### config.mk
export PLATFORM = sky130hd
export DESIGN_NAME = serial_frame_ctrl_flat
export DESIGN_NICKNAME = d
export VERILOG_FILES = /design/src/rtl/serial_frame_if.sv /design/src/rtl/serial_frame_ctrl.sv /design/src/flat_wrapper.sv
export SDC_FILE = /design/constraint.sdc
export NUM_CORES = 1
export LEC_CHECK = 0
export CAP_MARGIN = 10
export CORE_AREA = 3 3 40 42
export DETAILED_ROUTE_END_ITERATION = 16
export DIE_AREA = 0 0 43 45
export MAX_ROUTING_LAYER = met4
export PLACE_DENSITY = 0.64
export SLEW_MARGIN = 20
export SYNTH_ARGS = -nofsm -noshare
export SYNTH_HDL_FRONTEND = slang
export SYNTH_SLANG_ARGS = --single-unit
### constraint.sdc
create_clock -name clk -period 2.5 [get_ports clk]
set_input_delay 0.25 -clock clk [delete_from_list [all_inputs] [get_ports clk]]
set_output_delay 0.25 -clock clk [all_outputs]
set_load 0.02 [all_outputs]
### src/rtl/serial_frame_if.sv
// Bundle of serial line and demux-control signals shared by the frame sequencer and its environment.
// The master modport belongs to the sequencer and the slave modport to the line driver and demux side.
interface serial_frame_if;
  logic       serin;
  logic [3:0] PB;
  logic [1:0] LB;
  logic       ld;
  logic       busy;
  logic [1:0] port_id;
  logic       done;
  logic       frame_err;

  modport master (
    input  serin,
    output PB, LB, ld, busy, port_id, done, frame_err
  );

  modport slave (
    output serin,
    input  PB, LB, ld, busy, port_id, done, frame_err
  );
endinterface

### src/rtl/serial_frame_ctrl.sv
// Frame sequencer for the 4-port serial demultiplexer.
// A frame is: start bit, 2-bit port address (MSB first), 4 data bits, stop bit.
module serial_frame_ctrl #(
  parameter logic START_LVL  = 1'b0,
  parameter bit   CHECK_STOP = 1'b1
) (
  input  logic    clk,
  input  logic    rst,
  serial_frame_if.master bus
);

  typedef enum logic [2:0] {IDLE, ADR1, ADR0, DATA, STOP} state_t;

  state_t     state;
  state_t     state_nxt;
  logic [1:0] cnt;
  logic [1:0] port_q;
  logic       done_q;
  logic       err_q;

  always_ff @(posedge clk or posedge rst) begin
    if (rst) state <= IDLE;
    else     state <= state_nxt;
  end

  always_comb begin
    state_nxt = state;
    case (state)
      IDLE:    if (bus.serin == START_LVL) state_nxt = ADR1;
      ADR1:    state_nxt = ADR0;
      ADR0:    state_nxt = DATA;
      DATA:    if (cnt == 2'd3) state_nxt = STOP;
      STOP:    state_nxt = IDLE;
      default: state_nxt = IDLE;
    endcase
  end

  // Demux controls are decoded from state and registers only, never from serin.
  always_comb begin
    bus.PB   = 4'b0000;
    bus.LB   = 2'd0;
    bus.ld   = 1'b0;
    bus.busy = (state != IDLE);
    if (state == DATA) begin
      bus.PB = 4'b0001 << port_q;
      bus.LB = cnt;
      bus.ld = 1'b1;
    end
  end

  // done/frame_err land in the cycle after STOP, which is already IDLE.
  always_ff @(posedge clk or posedge rst) begin
    if (rst) begin
      cnt    <= 2'd0;
      port_q <= 2'd0;
      done_q <= 1'b0;
      err_q  <= 1'b0;
    end else begin
      done_q <= 1'b0;
      err_q  <= 1'b0;
      case (state)
        ADR1: port_q[1] <= bus.serin;
        ADR0: begin
          port_q[0] <= bus.serin;
          cnt       <= 2'd0;
        end
        DATA: cnt <= cnt + 2'd1;
        STOP: begin
          done_q <= 1'b1;
          err_q  <= CHECK_STOP && (bus.serin != ~START_LVL);
        end
        default: ;
      endcase
    end
  end

  assign bus.port_id   = port_q;
  assign bus.done      = done_q;
  assign bus.frame_err = err_q;

endmodule
### src/flat_wrapper.sv
// flat-port wrapper written by rule: the top's interface ports become plain ports
module serial_frame_ctrl_flat 
#(
  parameter logic START_LVL  = 1'b0,
  parameter bit   CHECK_STOP = 1'b1
)
  (clk, rst, bus_serin, bus_PB, bus_LB, bus_ld, bus_busy, bus_port_id, bus_done, bus_frame_err);
  serial_frame_if bus_i ();
  input  logic clk;
  input  logic rst;
  input wire logic [$bits(bus_i.serin)-1:0] bus_serin;
  output wire logic [$bits(bus_i.PB)-1:0] bus_PB;
  output wire logic [$bits(bus_i.LB)-1:0] bus_LB;
  output wire logic [$bits(bus_i.ld)-1:0] bus_ld;
  output wire logic [$bits(bus_i.busy)-1:0] bus_busy;
  output wire logic [$bits(bus_i.port_id)-1:0] bus_port_id;
  output wire logic [$bits(bus_i.done)-1:0] bus_done;
  output wire logic [$bits(bus_i.frame_err)-1:0] bus_frame_err;
  assign bus_i.serin = bus_serin;
  assign bus_PB = bus_i.PB;
  assign bus_LB = bus_i.LB;
  assign bus_ld = bus_i.ld;
  assign bus_busy = bus_i.busy;
  assign bus_port_id = bus_i.port_id;
  assign bus_done = bus_i.done;
  assign bus_frame_err = bus_i.frame_err;
  serial_frame_ctrl #(.START_LVL(START_LVL), .CHECK_STOP(CHECK_STOP)) u_core (.clk(clk), .rst(rst), .bus(bus_i));
endmodule
==> run summary, run 1 <==
The worst-margin pin slew was 370.4 ps; the placed wire-length estimate was 659 um. Cell family contributing the most delay on the critical path: buffers and inverters. For this run, the number of standard cells in the final layout without fillers is 71. Power spread over the standard cell area amounts to 1376 nW/um^2. The clock period could shrink to 2119 ps. The logs give 3 for the clock buffer count from CTS and 1.497 mm for the wire length of the first global-routing pass. The count of buffers added on input and output ports is 14.

The remaining number of nets flagged by the antenna check after routing was 0. The maximum level of the CTS H-tree was 1; the net total in the final layout was 61. The number of buffers and inverters on the critical path is 2. The post-CTS clock slew at the launch and capture registers of the worst setup and hold paths was 60 ps. The tools report the total negative slack as 0 ps. The fraction of final layout cells sized beyond drive strength 1 is 0.2321.

The leading cell type in the layout, fill and taps excluded is clkdlybuf4s50_1. Synthesis produced a netlist with a net count of 44. The run gives 472.0 MHz as the highest achievable clock rate. The run gives 0 as the number of resized instances in the post-cts repair step. The run gives 0 as the number of hold violations in the final report. Summed over all layers, the routed wires come to 900 um. The mean post-synth cell area is 11.39 um^2, and the cell total after placement is 67. The clock passes through at most 2 buffers.

Setup repair after global routing left no endpoint under its margin. The core region is 1285 um^2. The Yosys step of the flow raised 0 warnings.

The run gives 13 as the row count. The floorplan die area is 1935 um^2, and the number of antenna violations at the first check in global routing is 0. The run gives 1 as the number of design-rule violations left by the first detailed-router iteration. Count of pins over their slew limit: 0. After detailed routing, the average wire length per cell comes to 12.68 um. The count of maximum capacitance violations is 0, and the arrival time of data at the critical path endpoint is 1870 ps. The tree is rooted in a clkbuf_4. The detailed-router iteration count before antenna repair was 2.

Clock latency on the worst-skew pair, taken at its later pin, is 260 ps. The via count normalized by instance count is 4.634, and the maximum cell stage delay along the critical path is 590 ps. By startpoint and endpoint, the worst setup path is classified as flop to primary output. The run gives 0 as the number of buffers added to fix hold violations after cts. The pin count of the biggest net entering global routing was 12; the maximum ir drop on the vdd rail was 0.0007032 V.

Summing every instance area after synthesis gives 455.4 um^2. The leakage power summed over all cells came out at 0.2737 nW. The logs give 0.7528 for the headroom to the max-slew limit and 23 for the number of distinct standard cells referenced by the synthesized netlist. The critical path goes through nand3b_2 -> inv_2 -> and3_1 -> clkdlybuf4s50_1.

The filler cells instantiated in the layout total 128. For the overall fraction of global-route tracks in use, the log shows 0.1116. Clock tree synthesis found a total of 9 sinks.

Top-level port count: 15. STA classifies the critical path endpoint as a primary output. The remaining global-route overflow is 0, and the number of buffers inserted by post-CTS setup repair is 0.

STA classifies the critical path startpoint as a flop. The worst hold path belongs to the class primary input to async pin. On the critical path, the stage with the largest delay is an instance of clkdlybuf4s50_1.

Of all nets on the critical path, the largest fanout is 8. The logs give 329 for the via count and 0.7488 for the global placement routability congestion. Post-synthesis sequential element count: 9. The repair_antennas step left the layout with diodes totalling 0.

The vertical die dimension is 45 um. The top cell types in the final layout, fill and taps aside, are clkdlybuf4s50_1 (14), dfrtp_1 (9), nor3b_1 (3), mux2_2 (3), clkbuf_4 (3). TritonCTS built the clock tree. The ratio of final minimum period to clock period is 0.8475, and the initial core utilization is 0.3544.

The final setup violation count was 0; the instance count of the mapped netlist was 40. The clock arrives with 2.659 ps of skew. The die is 43 um wide. The flow ran to the end, and the final reports show no timing, DRC or antenna violations.

Data on the critical path is required at its endpoint by 2250 ps. The number of global-route vias before repair was 349; the proportion of synthesized chip area in sequential cells was 0.4945. From synthesis to final layout, the design area changed by 38.46%.

For the total DRC errors in the routed layout, the log shows 0.
[Yosys cell counts]
cell type	n	area, um^2
a21bo_2	1	10.01
a21oi_1	1	5.000
a31oi_1	1	6.260
and2_1	2	12.51
and3_1	1	6.260
buf_2	2	10.01
dfrtp_1	9	225.2
ha_1	1	12.51
inv_1	2	7.510
inv_2	1	3.750
mux2_2	3	33.78
mux2i_1	1	10.01
nand2_1	1	3.750
nand3b_2	1	11.26
nor2_1	1	3.750
nor2b_1	2	12.51
nor2b_2	1	8.760
nor3_1	1	5.000
nor3b_1	3	22.52
nor3b_2	2	25.02
o21bai_1	1	7.510
or2_2	1	6.260
or3_1	1	6.260
[routing by layer]
metal,share of wire,global-route usage
met3,0.048,0.04781
met2,0.41,0.1467
met4,0.030,0.06024
met5,0,-
met1,0.51,0.1432
[area by class of cell]
class                           instances  area, um^2  area share
Tap cell                               15       18.77     0.02976
Inverter                                3       11.26     0.01786
Clock buffer                            4       26.28     0.04167
Multi-Input combinational cell         26       209.0      0.3313
Sequential cell                         9       225.2      0.3571
Timing Repair Buffer                   14       140.1      0.2222
[stage by stage]
step / hold slack [ps] / utilization / setup slack [ps] / instance area, um^2 / power (mW)
6_report: 265.6 / 0.4908 / 381.2 / 630.6 / 0.8676
5_1_grt: 282.2 / 0.4908 / 234.7 / 630.6 / 0.9372
4_1_cts: 276.6 / 0.4908 / 377.5 / 630.6 / 0.8778
3_5_place_dp: 545.3 / 0.4703 / 671.5 / 604.3 / 0.7601
3_3_place_gp: 543.7 / 0.4703 / 671.3 / 604.3 / 0.7561
2_1_floorplan: 77.92 / - / 995.7 / 455.4 / 0.5679
[final timing paths]
check	slack (ps)	start	depth (start not counted)	endpoint
max	380	u_core.state[2]$_DFFE_PP0P_	4	bus_PB[3]
min	270	rst	2	u_core.state[0]$_DFFE_PP0P_
max reg2reg	1190	u_core.state[0]$_DFFE_PP0P_	2	u_core.bus.port_id[1]$_DFFE_PP0P_
min reg2reg	560	u_core.cnt[1]$_DFFE_PP0P_	2	u_core.cnt[1]$_DFFE_PP0P_
max in group asynchronous	1970	rst	2	u_core.cnt[0]$_DFFE_PP0P_
min in group clk	560	u_core.cnt[1]$_DFFE_PP0P_	2	u_core.cnt[1]$_DFFE_PP0P_
[state kept, by name, summed over array words and instances (netlist names)]
| name | count |
|---|---|
| u_core.bus.frame_err | 1 |
| u_core.bus.done | 1 |
| u_core.bus.port_id | 2 |
| u_core.cnt | 2 |
| u_core.state | 3 |
[power by group]
part	internal [mW]	leakage [nW]	switching, mW
clock	0.0615	0.0150	0.0503
combinational	0.256	0.149	0.224
sequential	0.198	0.110	0.0784
[worst register-to-register path: cells and delay by family (launching register included)]
| kind | cells | cell delay (ps) |
|---|---|---|
| muxes | 1 | 370 |
| and+or+nand+nor | 1 | 290 |
| DFF | 1 | 540 |
[logic make-up (layout without fill, tap and decap cells)]
logic type / after synthesis / count (layout) / synth area share
compound gates: 4 / 4 / 0.06319
buf+inv: 5 / 21 / 0.04670
flops: 9 / 9 / 0.4945
fa+ha+maj: 1 / 1 / 0.02747
mux: 4 / 4 / 0.09615
simple gates: 17 / 17 / 0.2720
No activity file was read; power rests on OpenSTA's default activity.
==> run 2, diff against run 1 <==
--- a/config.mk
+++ b/config.mk
@@ -10,7 +10,7 @@
 export DETAILED_ROUTE_END_ITERATION = 16
 export DIE_AREA = 0 0 43 45
 export MAX_ROUTING_LAYER = met4
-export PLACE_DENSITY = 0.64
+export PLACE_DENSITY = 0.66
 export SLEW_MARGIN = 20
 export SYNTH_ARGS = -nofsm -noshare
 export SYNTH_HDL_FRONTEND = slang
==> constraint.sdc (replaced) <==
create_clock -name clk -period 1.9 [get_ports clk]
set_input_delay 0.19 -clock clk [delete_from_list [all_inputs] [get_ports clk]]
set_output_delay 0.19 -clock clk [all_outputs]
set_load 0.02 [all_outputs]
==> run summary, run 2 (synthesis results as in run 1) <==
The critical path is of the flop to primary output type. For this run, the number of standard cells in the final layout without fillers is 73. The logs give 1710 ps for the worst path required time and 0 for the total DRC errors in the routed layout. Setup repair after global routing left no endpoint under its margin. In this run, the number of DRC markers left after iteration 0 of detailed routing was 2. For this design the top-level I/O count stands at 15. Classification of the worst-slack hold path: primary input to async pin. The signal on the critical path passes through nand3b_2 -> nor2_1 -> clkdlybuf4s50_1. TritonCTS built the clock tree.

The number of global-route vias before repair is 326. Clock tree synthesis selected as its root buffer the cell clkbuf_4. The clock period minus worst slack is 1813 ps. Entering global routing, the biggest net connects 10 pins. The worst setup path is launched from a flop. The fraction of final layout cells sized beyond drive strength 1 came out at 0.2931. The setup clock skew after layout came out at 2.222 ps.

The reg-to-reg critical path startpoint was u_core.state[2]$_DFFE_PP0P_. Setup violations remaining at the end of the flow were counted as 0. Clock latency on the worst-skew pair, taken at its later pin, is 260 ps.

The longest clock path from root to sink contains 2 buffers. The worst-margin pin slew is 347.8 ps, and the maximum fanout encountered on the critical timing path is 5. Leaving out fill and tap cells, the most frequent cell in the layout is clkdlybuf4s50_1. The tools report the remaining number of nets flagged by the antenna check after routing as 0. The tools report the met1 routed wirelength after detailed routing as 397 um. The clock buffer count from CTS is 3. The first global-routing pass estimated 1.524 mm of wire. The die extent in x works out to 43 um. The number of hold violations in the final report is 0, and the post-CTS clock slew at the launch and capture registers of the worst setup and hold paths is 60 ps. For the met3 routed wirelength, the log shows 49 um. In this run the tool buffered the top-level ports with 14 buffer cells. The number of buffers added to fix hold violations after cts is 0. The worst setup path is captured at a primary output. Across the VDD grid, the largest voltage drop is 0.0008699 V. Among all stages on the critical path, the largest delay is contributed by clkdlybuf4s50_1. Once detailed placement completed, the half-perimeter wirelength came to 689.6 um. Number of antenna violations at the first check in global routing: 0. The analysis attributes to cell leakage a power of 0.3142 nW. For the internal reg-to-reg setup slack, the log shows 700 ps.

The run gives 0 as the count of maximum capacitance violations. The routed length on met2 came out at 443 um. The vertical die dimension was 45 um; the number of cells on the worst reg-to-reg path was 3. The tools report the maximum level of the CTS H-tree as 1. In the layout the commonest cells are clkdlybuf4s50_1 (8), dfrtp_1 (7), dlygate4sd2_1 (4). Setup total negative slack on the finished layout was measured at 0 ps. The run gives 0.3544 as the initial core utilization.

Dividing total power by cell area gives a power density of 1745 nW/um^2. The wire length per cell is 12.32 um. The top routing layer in use was met4.

Using the TritonRoute via totals, the vias-per-cell ratio works out to 4.685. The core region is 1285 um^2. The cell total after placement is 69, and the row count is 13. For the detailed-route wire length, the log shows 899 um. The run finished with clean final reports.

The headroom to the max-slew limit is 0.7679. The floorplan die area was 1935 um^2. The via count is 342, and the remaining global-route overflow is 0. The largest register by flop count was u_core.state. The minimum setup slack in the final design came out at 87.21 ps. The final antenna diode count was 0; the area growth from synthesis to layout was 42.31%. In the final design database the tool counted 63 nets. The count of pins over their slew limit came out at 0.

The tools report the setup slack at placement as 192.7 ps. The tree built by TritonCTS fans out to 9 sinks. The detailed-router iteration count before antenna repair was 4; the ratio of final minimum period to clock period was 0.9541. For this run, the top clock speed supported by timing is 551.6 MHz.

At the end of routability-driven placement, the weighted congestion stood at 0.7031. STA puts the critical path data arrival time at 1620 ps. The overall fraction of global-route tracks in use was 0.1160; the maximum cell stage delay along the critical path was 610 ps. The endpoint identified for the worst register-to-register timing path is u_core.bus.port_id[1]$_DFFE_PP0P_.

The number of flip-flops in the largest register works out to 3.
==> run 2: cell types whose count changed in the layout (fill, tap and decap cells not counted) <==
| cell | change |
|---|---|
| buf_4 | +2 |
| clkdlybuf4s50_1 | -6 |
| dfrtp_1 | -2 |
| dfrtp_2 | +2 |
| dlygate4sd2_1 | +4 |
| dlymetal6s2s_1 | +2 |
==> run 2: area by class of cell <==
type                            count  area (um^2)
Multi-Input combinational cell     26        209.0
Inverter                            3        11.26
Fill cell                         120        636.9
Sequential cell                     9        227.7
Clock buffer                        4        26.28
Timing Repair Buffer               16        155.1
Tap cell                           15        18.77
==> run 2: per-layer routing <==
metal  up-vias  global-route usage
li1        174                   -
met1       159              0.1361
met2         7              0.1647
met3         2             0.05976
met4         0             0.05422
met5         -                   -
==> run 2: worst max path at each step <==
stage,start,to,slack [ps],cells after the start
after floorplan,u_core.state[2]$_DFFE_PP0P_,bus_PB[1],460,2
after global placement,u_core.state[1]$_DFFE_PP0P_,bus_PB[1],230,3
after detailed placement,u_core.state[1]$_DFFE_PP0P_,bus_PB[1],190,3
after CTS,u_core.state[2]$_DFFE_PP0P_,bus_busy,2,3
after global routing,u_core.state[2]$_DFFE_PP0P_,bus_LB[1],7,3
final,u_core.state[2]$_DFFE_PP0P_,bus_LB[1],90,3
==> run 2: worst max-delay path: cells and delay by family (launching register included) <==
kind,cells,cell delay (ps)
buffers and inverters,1,610
AND/OR/NAND/NOR,2,380
flip-flops,1,370
==> run 2: stage by stage <==
stage | power (mW) | util | area, um^2 | hold WS, ps
finish | 1.131 | 0.5044 | 648.1 | 192.2
global route | 1.226 | 0.5044 | 648.1 | 210.2
CTS | 1.150 | 0.4995 | 641.9 | 199.6
detailed placement | 1.022 | 0.4820 | 619.3 | 489.4
global placement | 1.015 | 0.4820 | 619.3 | 473.0
floorplan | 0.7473 | - | 455.4 | 17.92
==> run 2: timing repair <==
action / 4_1_cts / 5_1_grt
gates resized for setup: 5 / 3
buffers inserted: 0 / 0
endpoints found under the setup margin: 5 / 3
==> run 2: report_power, final <==
part	internal [mW]	switching, mW
sequential	0.265	0.0830
clock	0.0810	0.0669
combinational	0.324	0.312
==> run 3, diff against run 2 <==
--- a/config.mk
+++ b/config.mk
@@ -5,12 +5,14 @@
 export SDC_FILE = /design/constraint.sdc
 export NUM_CORES = 1
 export LEC_CHECK = 0
+export ABC_AREA = 1
 export CAP_MARGIN = 10
 export CORE_AREA = 3 3 40 42
 export DETAILED_ROUTE_END_ITERATION = 16
 export DIE_AREA = 0 0 43 45
 export MAX_ROUTING_LAYER = met4
-export PLACE_DENSITY = 0.66
+export PLACE_DENSITY = 0.63
+export RECOVER_POWER = 25
 export SLEW_MARGIN = 20
 export SYNTH_ARGS = -nofsm -noshare
 export SYNTH_HDL_FRONTEND = slang
==> run summary, run 3 <==
The library cells used most frequently in the layout, excluding fill and tap cells, are nand2_1 (12), inv_1 (10), dfrtp_1 (9). The repair_antennas step left the layout with diodes totalling 0. Leading cell type in the layout, fill and taps excluded: nand2_1. Among all cell types in the netlist, the one instantiated most often is nand2_1. Of all cell types, the one taking the most synthesized area is dfrtp_1. In this run the remaining antenna-violating nets after routing total 0. STA puts the critical path data required time at 1710 ps. The smallest clock period supported by the final layout is computed as 1707 ps.

The proportion of synthesized chip area in sequential cells is 0.5389, and the maximum cell stage delay along the critical path is 620 ps. The mean post-synth cell area is 8.194 um^2. The tightest min-delay check is of the primary input to async pin type. The final setup violation count came out at 0. The overall fraction of global-route tracks in use is 0.1248, and the total standard cell area after synthesis is 417.9 um^2.

After global routing the overflow that remains totals 0. The number of antenna violations at the first check in global routing is 0. The instance count of the mapped netlist came out at 51. Type of origin of the critical path: a flop. The number of buffers inserted by post-CTS setup repair was 0; the highest achievable clock rate was 585.7 MHz.

The run gives 1.003 mW as the total power after layout. The area growth from synthesis to layout works out to 44.31%. Among all stages on the critical path, the largest delay is contributed by clkdlybuf4s50_1.

The vertical die dimension works out to 45 um. Detailed routing inserted a total of 379 vias. The share of the synthesized area in the top cell type is 0.5389, and the fraction of final layout cells sized beyond drive strength 1 is 0.08696. Setup slack on the worst reg-to-reg path comes out at 930 ps. Of all nets on the critical path, the largest fanout is 5. For the pin with the worst max-slew slack, the measured transition is 335.8 ps.

After detailed placement, the design holds a cell count of 80. The run gives 0.7897 as the global placement routability congestion. Entering global routing, the biggest net connects 10 pins. Counting along the longest clock path gives a buffer depth of 2.

Sorting the synthesized cells by how often they occur yields nand2_1 (12), inv_1 (10), dfrtp_1 (9). The run gives 15 as the top-level port count. Setup repair after global routing left no endpoint under its margin. Clock buffer count from CTS: 3.

The critical path goes through nand2_2 -> nor2_4 -> clkdlybuf4s50_1. After the first detailed-routing iteration, the DRC count stood at 0. The worst setup path is of the flop to primary output kind.

For the final routed database, the setup TNS stands at 0 ps. The clock reaches the later pin of the worst-skew pair after 270 ps. Counting every net in the synthesized netlist gives 55. The die covers 1935 um^2. The placed wire-length estimate was 663.9 um.

The initial core utilization was 0.3252. In this run the tool buffered the top-level ports with 14 buffer cells. The setup slack at placement was 279.1 ps; the proportion of synthesized flip-flops having asynchronous set or reset was 1.000. The post-CTS clock slew at the launch and capture registers of the worst setup and hold paths is 60 ps.

Count of pins over their slew limit: 0. After synthesis, the cell types taking the most area are dfrtp_1 (54%), nand2_1 (11%), inv_1 (9.0%). The library cell used as clock root buffer was clkbuf_4. The ratio of final minimum period to clock period is 0.8986. The tools report the number of hold violations in the final report as 0.

The register with the most flip-flops in the layout has 3 of them. The via count normalized by instance count was 4.512. The reg-to-reg critical path startpoint is u_core.state[2]$_DFFE_PP0P_. In this run, synthesis produced a sequential element count of 9. Once the clock tree was built, the resizer swapped 4 gates to a different size. The worst register-to-register path ends at u_core.bus.port_id[1]$_DFFE_PP0P_. The number of sinks driven by the clock tree was 9.

The final layout contains routed wiring with a total length of 859 um. TritonCTS built the clock tree. The maximum ir drop on the vdd rail was 0.0005096 V. After detailed routing, the average wire length per cell comes to 10.23 um.

The number of warnings issued by yosys is 0, and the cell area power density is 1663 nW/um^2. Data on the critical path arrives at its endpoint at 1520 ps. In the final design database the tool counted 74 nets. u_core.state holds more flip-flops than any other register.

The wire length of the first global-routing pass was 1.614 mm; the die extent in x was 43 um. The tools report the setup clock skew after layout as 3.935 ps. Across all setup checks in the final design, the least slack found is 192.6 ps. The run gives 84 as the count of placed standard cells in the final layout, fillers left out.

The run finished with clean final reports. The worst setup path is captured at a primary output. Leakage power summed over all cells: 0.3421 nW. Yosys mapped the design onto 13 distinct sky130hd cell types.

For the detailed-router iteration count before antenna repair, the log shows 1. The synthesized design contains 0 enable-type register cells. The total area inside the core boundary comes to 1285 um^2. Measured in cells, the most critical reg-to-reg path has a length of 4. In the routed design, unresolved DRC markers number 0. For the headroom to the max-slew limit, the log shows 0.7759. The run gives 0 as the count of maximum capacitance violations.

Maximum level of the CTS H-tree: 1. The most common flop cell mapped by yosys was dfrtp_1. The number of buffers added to fix hold violations after cts came out at 0.

After floorplanning, the core was divided into 13 placement rows. The run gives 379 as the number of global-route vias before repair.
-- run 3: layout make-up --
type,instances,area (um^2)
clock buffer,4,26.28
tap,15,18.77
timing repair buffer,14,140.1
fill,137,681.9
multi-input combinational,31,151.4
inverter,11,41.29
sequential,9,225.2
-- run 3: cells by family (layout without fill, tap and decap cells) --
group	Yosys count	after routing	share of synthesized area
AO/OA/AOI/OAI	4	4	0.05389
adder cells (fa/ha/maj)	1	1	0.02994
buffers and inverters	11	29	0.09880
flip-flops	9	9	0.5389
AND/OR/NAND/NOR	26	26	0.2784
-- run 3: how the worst max path moves through the flow --
| stage | startpoint | end | slack (ps) |
|---|---|---|---|
| after floorplan | u_core.state[1]$_DFFE_PP0P_ | bus_PB[0] | 510 |
| after global placement | u_core.state[1]$_DFFE_PP0P_ | bus_PB[3] | 290 |
| after detailed placement | u_core.state[1]$_DFFE_PP0P_ | bus_PB[3] | 280 |
| after CTS | u_core.state[1]$_DFFE_PP0P_ | bus_LB[1] | 10 |
| after global routing | u_core.state[1]$_DFFE_PP0P_ | bus_PB[0] | 80 |
| final | u_core.state[1]$_DFFE_PP0P_ | bus_ld | 190 |
-- run 3: worst max-delay path, delay by kind of cell, from the launching register on --
| family | cells | cell delay (ps) |
|---|---|---|
| flops | 1 | 410 |
| buf+inv | 1 | 620 |
| simple gates | 2 | 210 |
-- run 3: report_power, final --
group / total [mW] / switching, mW / internal (mW)
clock network: 0.154 / 0.0728 / 0.0813
registers: 0.327 / 0.0693 / 0.258
logic: 0.522 / 0.312 / 0.211
-- run 3: stage by stage --
| step | hold slack (ps) | cell area, um^2 | util |
|---|---|---|---|
| detailed placement | 476.9 | 576.8 | 0.4489 |
| floorplan | 17.92 | 417.9 | - |
| global route | 363.8 | 603.1 | 0.4693 |
| CTS | 194.1 | 598.1 | 0.4654 |
| finish | 311.1 | 603.1 | 0.4693 |
| global placement | 479.8 | 576.8 | 0.4489 |
-- run 3: per-layer routing --
metal | GRT usage | part of all wire
met3 | 0.03984 | 0.094
met2 | 0.1826 | 0.46
met4 | 0.1265 | 0.056
met1 | 0.1290 | 0.39
met5 | - | 0
